--- src/rtl/jk_pkg.sv ---
// Shared encodings and JK next-state helper for the JK flip-flop stimulus sequencer.
package jk_pkg;

    typedef enum logic [1:0] {
        JK_HOLD = 2'b00,
        JK_RST  = 2'b01,
        JK_SET  = 2'b10,
        JK_TOG  = 2'b11
    } jk_op_e;

    typedef enum logic [1:0] {
        S_IDLE  = 2'b00,
        S_DRIVE = 2'b01,
        S_DRAIN = 2'b10
    } jk_state_e;

    function automatic logic jk_next(input logic q, input logic j, input logic k);
        logic r;
        case ({j, k})
            2'b10:   r = 1'b1;
            2'b01:   r = 1'b0;
            2'b11:   r = ~q;
            default: r = q;
        endcase
        return r;
    endfunction

endpackage

--- src/rtl/jk_sequencer.sv ---
// Drives a JK flip-flop's j/k for a commanded number of cycles and checks its q
// against an internal reference model, raising a sticky error on mismatch.
module jk_sequencer
    import jk_pkg::*;
#(
    parameter int CNT_W = 4
) (
    input  logic             clk,
    input  logic             reset,
    input  logic             cmd_valid,
    output logic             cmd_ready,
    input  logic [1:0]       cmd_op,
    input  logic [CNT_W-1:0] cmd_len,
    output logic             j,
    output logic             k,
    input  logic             q_in,
    output logic             exp_q,
    output logic             busy,
    output logic             done,
    input  logic             clr_err,
    output logic             err
);

    jk_state_e        state_q, state_d;
    logic [CNT_W-1:0] cnt_q, cnt_d;
    logic             j_q, j_d;
    logic             k_q, k_d;
    logic             exp_q_q;
    logic             err_q;

    always_ff @(posedge clk or negedge reset) begin
        if (!reset) begin
            state_q <= S_IDLE;
            cnt_q   <= '0;
            j_q     <= 1'b0;
            k_q     <= 1'b0;
        end else begin
            state_q <= state_d;
            cnt_q   <= cnt_d;
            j_q     <= j_d;
            k_q     <= k_d;
        end
    end

    always_comb begin
        state_d = state_q;
        cnt_d   = cnt_q;
        j_d     = j_q;
        k_d     = k_q;
        case (state_q)
            S_IDLE: begin
                j_d = 1'b0;
                k_d = 1'b0;
                if (cmd_valid) begin
                    state_d    = S_DRIVE;
                    cnt_d      = cmd_len;
                    {j_d, k_d} = cmd_op;
                end
            end
            S_DRIVE: begin
                // The last drive cycle is the one seen with cnt at zero.
                if (cnt_q == '0) begin
                    j_d     = 1'b0;
                    k_d     = 1'b0;
                    state_d = S_DRAIN;
                end else begin
                    cnt_d = cnt_q - CNT_W'(1);
                end
            end
            S_DRAIN: begin
                state_d = S_IDLE;
            end
            default: begin
                state_d = S_IDLE;
                j_d     = 1'b0;
                k_d     = 1'b0;
            end
        endcase
    end

    // Model advances on the same registered j/k the flip-flop samples, so no skew.
    always_ff @(posedge clk or negedge reset) begin
        if (!reset) begin
            exp_q_q <= 1'b0;
            err_q   <= 1'b0;
        end else begin
            exp_q_q <= jk_next(exp_q_q, j_q, k_q);
            if (q_in != exp_q_q) begin
                err_q <= 1'b1;
            end else if (clr_err) begin
                err_q <= 1'b0;
            end
        end
    end

    assign cmd_ready = (state_q == S_IDLE);
    assign busy      = (state_q != S_IDLE);
    assign done      = (state_q == S_DRAIN);
    assign j         = j_q;
    assign k         = k_q;
    assign exp_q     = exp_q_q;
    assign err       = err_q;

endmodule

--- config.mk ---
export PLATFORM = sky130hd
export DESIGN_NAME = jk_sequencer
export DESIGN_NICKNAME = d
export VERILOG_FILES = /design/src/rtl/jk_pkg.sv /design/src/rtl/jk_sequencer.sv
export SDC_FILE = /design/constraint.sdc
export NUM_CORES = 1
export LEC_CHECK = 0
export CAP_MARGIN = 20
export CORE_MARGIN = 10
export CORE_UTILIZATION = 37
export DETAILED_ROUTE_END_ITERATION = 16
export GPL_TIMING_DRIVEN = 0
export PLACE_DENSITY = 0.7
export SETUP_SLACK_MARGIN = 0.4
export SLEW_MARGIN = 10
export SYNTH_ARGS = -nofsm -noshare
export SYNTH_HDL_FRONTEND = slang
export SYNTH_SLANG_ARGS = --single-unit
--- constraint.sdc ---
create_clock -name clk -period 1.49 [get_ports clk]
set_input_delay 0.149 -clock clk [delete_from_list [all_inputs] [get_ports clk]]
set_output_delay 0.149 -clock clk [all_outputs]
set_load 0.02 [all_outputs]
### Word level (Yosys, flattened, before mapping)

Cells that the tools add are included.
W data, S select, Z words.

* reduce and logical (&&, ||, !) cells: 9
* multipliers: 0
* $add $sub $neg: 1
* equal/unequal tests: 9
* order comparisons: 0
* shift-type cells: 0
* bitwise operators: 2
* divide/modulo/power cells: 0
* multiplexer cells: 14

Operator list (number)
* $pmux W1 S3: 3
* $mux W4: 2
* $pmux W4 S2: 1
* $eq A2 B2 Y1 const B: 3
* $ne A2 B2 Y1 const B: 3
* $reduce_bool A2 Y1: 3
* $mux W1: 5
* $eq A2 B1 Y1 const B: 2
* $logic_not A4 Y1: 1
* $mux W2: 2
* $pmux W2 S2: 1
* $reduce_and A2 Y1: 2
* $sub A4 B1 Y4 const B: 1
* $reduce_and A3 Y1: 1
* $reduce_bool A3 Y1: 1
* $logic_not A2 Y1: 1
* $not A1 Y1: 2
* $ne A1 B1 Y1: 1

* logic and storage cells: 41
* input bits: 11
* flip-flop bits (word level): 10
* bits in read-only memories: 0
* RAM bits: 0
* memories kept: 0
* output and inout port bits: 7
* latch bits: 0

### Depth between registers and ports, before layout

Gate-level depths: netlist of the first run.

* depth in word-level cells: 3
* depth in mapped cells: 5
* gate-level depth less buffers: 5

### Worst setup path before layout of the first run

No wires, ideal clock.

* kind: register -> register
* from: register cnt_q[0]
* to: register cnt_q[0]
* library setup time: 0.125 ns
* stages on the path, launching flop included: 6
* setup slack: -0.043 ns
* required time: 1.365 ns
* arrival: 1.408 ns
* cells stage by stage: dfrtp_1 > inv_1 > ha_1 > nor3b_2 > a211oi_4 > mux2_4

* longest elaborated chain between the ends: 3
* elaborated cells between the ends (all ways): 6
* classes of those cells: add/sub: 1; eq/ne: 1; mux: 2; reduce/logical: 2

RTL lines
* start, declared: RTL line jk_sequencer.sv:25 `logic [CNT_W-1:0] cnt_q, cnt_d;`
* start signal, assigned: RTL line jk_sequencer.sv:39 `cnt_q <= cnt_d;`
* $sub A4 B1 Y4 or $logic_not A4 Y1 (tied branches): RTL line jk_sequencer.sv:67, jk_sequencer.sv:62
* $mux W4 or $ne A2 B2 Y1 (tied branches)
* $pmux W4 S2 or $reduce_and A3 Y1 (tied branches)

Several ways; a longest one is shown, not always the timed one. The select of a mux whose other input is x is not followed.
A chain may end at the register's enable or synchronous reset.

### Worst setup path after layout of the first run

Same ends and word-level chain as after synthesis.

==> impl_metrics.yaml, run 1 <==
cells_and_area:
  nNetsFinal: 91
  register_area_um2: 252.7
  multi_input_area_um2: 272.8
  final_core_util: 0.6731
  diodes: 0
  drive_gt1_frac: 0.5513
  syn_to_final_growth_pct: 71.57
  fillers: 104
placed_design:
  dp_slack_ns: -0.09966
  gp_congestion: 0.6849
  dp_hpwl_um: 901.3
  portBuffers: 17
clock_tree:
  cts_sinks: 10
  cts_buffer_depth: 2
  clkTransAtPathRegs_ns: 0.07
  insertion_delay_ns: 0.26
  cts_buffers: 3
  cts_tree: "done"
  cts_root_buffer: "clkbuf_4"
  htreeDepth: 1
detailed_routing:
  routed_wl_um: 1458
  dr.pass1.iters: 5
  wire_per_inst_um: 15.68
  viasPerCell: 5.022
  drtAntennaViolNets: 0
  vias: 467
  drcViolationCount: 0
  initialDrtViolationCount: 11
yosys:
  yosys.area.top_type_share: 0.4902
  ys_seq_area_frac: 0.4902
  synth_cell_types: 21
  async_reset_ff_frac: 1.000
  syn-num-nets: 54
  avgSynthCellArea_um2: 12.15
  yosys-top-cells-count: "10 x dfrtp_1, 4 x inv_1, 3 x nand2b_1"
  yosysMostFrequentCell: "dfrtp_1"
  synth_top_area_cell: "dfrtp_1"
  synthTopCellsByArea: "dfrtp_1 49%, mux2_4 5.9%, o221a_2 4.4%"
  synth_ff_type: "dfrtp_1"
  yosysWarnings: 0
  synth_seq_cells: 10
  synth_cells: 42
  synth_area_um2: 510.5
  synth_edf_count: 0
die:
  ioPinCount: 18
  die_width_um: 57.15
  die_h_um: 57.15
  initial_core_util: 0.3923
  core_area_um2: 1301
  die_area_um2: 3266
  fp-row-count: 13
pwr:
  finalPower_mw: 1.769
  powerDensity_nw_per_um2: 2020
  vdd_ir_drop_max_v: 0.0009990
  p_leak_nw: 0.4216
outcome:
  violations: "setup timing"
  status: "complete, but fails checks"
sta:
  slew_viol_final: 0
  setup_violations: 2
  finalWorstSetupSlack_ns: -0.04986
  grt_setup_unrepaired: "yes"
  max_slew_margin: 0.6781
  period_needed_ns: 1.540
  hold_viol_final: 0
  skew_ns: 0.004395
  fmax_mhz: 649.4
  tns_ns: -0.06904
  worst_pin_slew_ns: 0.4813
  min_period_over_period: 1.033
  holdWs_ns: 0.2090
setup_path:
  path_cells: "inv_2, ha_2, nor3b_4, a211oi_4, mux2_4"
  end_kind: "flop"
  startpoint_type: "flop"
  worst-path-buf-inv: 1
  arrival_ns: 1.69
  slowest_delay_ns: 0.37
  path_delay_family: "flip-flops"
  crit_required_ns: 1.64
  crit_type: "reg -> reg"
  path_max_fanout: 5
  crit_slowest_cell: "dfrtp_1"
grt:
  grt_pass1_vias: 461
  grt_overflow_total: 0
  grt_pass1_wl_um: 2166
  grt_use_met2: 0.1411
  antenna_found_initial: 0
  met1_usage: 0.07970
  top_usage_layer: "met2"
  grt_usage: 0.08359
  grt_max_degree: 11
  use_met3: 0.04867
hold_path:
  hold_path_class: "in -> async"
flow_run:
  maxCapViolCount: 0
==> cell usage in the layout (no fill, tap or decap), types with 3 or more instances in the layout <==
cell type        count
buf_4               13
dfrtp_1              8
buf_2                3
clkbuf_4             3
nand2b_1             3
inv_2                3
buf_6                5
clkdlybuf4s50_1     10
==> final cells by class <==
class,count,share of cell area
inverter,4,0.01714
sequential,10,0.2886
timing repair buffer,32,0.3200
multi-input combinational,28,0.3114
tap,15,0.02143
clock buffer,4,0.04143
==> repair_timing <==
| item | in CTS | in global routing |
|---|---|---|
| setup endpoints to repair | 15 | 13 |
| pin swaps | 3 | 2 |
| resized for setup | 36 | 6 |
| setup buffers | 12 | 3 |
| hold buffers | 0 | 0 |
| endpoints found under the hold margin | 0 | 0 |
==> worst register-to-register path, cell delays in order, from the launching register on <==
cell and delay, ns:
dfrtp_1 0.37, inv_2 0.06, ha_2 0.17, nor3b_4 0.16
a211oi_4 0.33, mux2_4 0.33
==> metrics by stage <==
stage               area [µm²]  std cells
floorplan                519.2         42
global placement         708.2         74
detailed placement       708.2         74
CTS                      857.1         90
global route             875.8         93
finish                   875.8         93
==> worst paths after layout <==
check,from,endpoint,slack (ns),depth (start not counted)
setup / recovery,cnt_q[0],cnt_q[0],-0.05,5
hold / removal,reset,cnt_q[3],0.21,1
setup reg to reg,cnt_q[0],cnt_q[0],-0.05,5
hold reg to reg,k,exp_q,0.48,1
max in group asynchronous,reset,state_q[1],0.93,1
min in group clk,clr_err,err,0.45,2
==> flip-flops by register name, indices dropped and copies added, names as in the netlist <==
signal,flops
state_q,2
j,1
err,1
exp_q,1
cnt_q,4
k,1
==> power breakdown <==
| part | switching, mW | total (mW) | internal, mW |
|---|---|---|---|
| combinational | 0.406 | 1.01 | 0.606 |
| clock | 0.0937 | 0.242 | 0.148 |
| sequential | 0.123 | 0.514 | 0.391 |
==> per-layer routing <==
| metal | up-vias | wire length (µm) |
|---|---|---|
| li1 | 220 | - |
| met1 | 232 | 547 |
| met2 | 15 | 761 |
| met3 | 0 | 150 |
| met4 | 0 | 0 |
| met5 | - | 0 |
==> cells by family after synthesis <==
group,synth area share
simple gates,0.1642
flops,0.4902
xor+xnor,0.05148
compound gates,0.1618
mux,0.07843
buf+inv,0.02940
fa+ha+maj,0.02451
Power figures use the tool's default switching activity.
==> inputs of run 2 (changes only) <==
- RECOVER_POWER: unset -> 50
- REMOVE_ABC_BUFFERS: unset -> 1
- SKIP_CTS_REPAIR_TIMING: unset -> 1
==> run 2 against run 1 <==
  * The flow still finishes with violations (setup timing)
  * Routed wire length fell by 19%
  * Final cell count shrank 11%
  * Clock power down 2%
  * Hold slack better by 0.059 ns
  * Sequential share of layout area increased by 1.9 points
  * Total power down 10%
  * Register-to-register slack is essentially flat
  * Global-route usage is 1.4 points lower
  * Critical path type unchanged
  * Largest power group unchanged
==> impl_metrics.yaml, run 2 (same netlist as run 1, synthesis figures left out) <==
placed_design:
  portBuffers: 17
  gp_congestion: 0.6929
  dp_hpwl_um: 880.5
  placed_cell_area_um2: 699.4
  dp.cells: 74
cells_and_area:
  fillers: 107
  final_common_cell: "clkdlybuf4s50_1"
  largest_register: "cnt_q"
  drive_gt1_frac: 0.4265
  final_core_util: 0.6308
  nNetsFinal: 81
  register_area_um2: 252.7
  multi_input_area_um2: 271.5
  design_area_um2: 820.8
  largestRegisters: "cnt_q (4), state_q (2)"
  diodes: 0
  final_cell_mix: "9 x clkdlybuf4s50_1, 8 x dfrtp_1, 4 x buf_4"
  syn_to_final_growth_pct: 60.78
  largest_reg_flops: 4
  layout.cells.non_filler: 83
grt:
  antenna_found_initial: 0
  grt_pass1_wl_um: 1821
  grt_pass1_vias: 381
  grt_usage: 0.06973
  grt_overflow_total: 0
  grt_max_degree: 11
sta:
  finalWorstSetupSlack_ns: -0.04129
  fmax_mhz: 653.0
  grt_setup_unrepaired: "yes"
  period_needed_ns: 1.531
  worst_pin_slew_ns: 0.4423
  setup_violations: 2
  skew_ns: 0.0005800
  max_slew_margin: 0.7042
  min_period_over_period: 1.028
  slew_viol_final: 0
  tns_ns: -0.07715
  hold_viol_final: 0
pwr:
  p_leak_nw: 0.4105
  vdd_ir_drop_max_v: 0.001052
  powerDensity_nw_per_um2: 1932
die:
  core_area_um2: 1301
  die_h_um: 57.15
  fp-row-count: 13
  die_width_um: 57.15
  ioPinCount: 18
  initial_core_util: 0.3923
  die_area_um2: 3266
clock_tree:
  clkTransAtPathRegs_ns: 0.06
  cts_tree: "done"
  cts_buffer_depth: 2
  cts_buffers: 3
  insertion_delay_ns: 0.26
  cts_root_buffer: "clkbuf_4"
  htreeDepth: 1
  cts_sinks: 10
detailed_routing:
  initialDrtViolationCount: 10
  dr.pass1.iters: 4
  drcViolationCount: 0
  viasPerCell: 4.952
  drtAntennaViolNets: 0
  wire_per_inst_um: 14.29
  routed_wl_um: 1186
  vias: 411
hold_path:
  hold_path_class: "in -> async"
setup_path:
  crit_required_ns: 1.63
  startpoint_type: "flop"
  worst-r2r-cell-count: 5
  crit_type: "reg -> reg"
  r2r_slack_ns: -0.04
  path_max_fanout: 4
  end_kind: "flop"
  arrival_ns: 1.68
outcome:
  status: "complete, but fails checks"
  violations: "setup timing"
flow_run:
  maxCapViolCount: 0
run 2: cell types whose count changed in the layout (fill, tap and decap cells not counted), moves of 2 or more:
cell / before / now
buf_4: 13 / 4
dlymetal6s2s_1: 0 / 3
buf_6: 5 / 3
buf_2: 3 / 0
run 2: worst paths after layout:
kind                              endpoint      from
worst max-delay path              cnt_q[0]  cnt_q[0]
worst min-delay path                   err     reset
worst max register to register    cnt_q[0]  cnt_q[0]
worst min register to register       exp_q         k
max in group asynchronous       state_q[0]     reset
min in group clk                       err   clr_err
run 2: stage by stage:
stage	setup WS, ns	hold slack (ns)	total power, mW
6_report	-0.04129	0.2683	1.586
2_1_floorplan	-0.04336	-0.1466	0.9769
5_1_grt	-0.09899	0.2839	1.709
3_5_place_dp	-0.1754	0.4779	1.214
3_3_place_gp	-0.1674	0.4671	1.198
4_1_cts	-0.3777	0.2042	1.463
run 2: worst max-delay path: stages, from the launching register on:
cell	delay [ns]
dfrtp_1	0.40
inv_2	0.07
ha_4	0.16
nor3b_4	0.16
a211oi_4	0.31
mux2_4	0.33
run 2: layout make-up:
cell class,count,share of cell area
well taps,15,0.02287
clock buffers,4,0.04421
multi-input cells,28,0.3308
inverters,4,0.01829
flip-flops and latches,10,0.3079
repair buffers,22,0.2759
run 2: power breakdown:
group          internal (mW)  switching, mW
clock                  0.148         0.0886
combinational          0.482          0.352
sequential             0.392          0.123
run 2: per-layer routing:
layer | up-vias | GRT usage | wire [µm]
met4 | 0 | 0.02013 | 0
met3 | 0 | 0.04204 | 75
met1 | 198 | 0.08292 | 490
met5 | - | 0 | 0
li1 | 201 | - | -
met2 | 12 | 0.1023 | 620
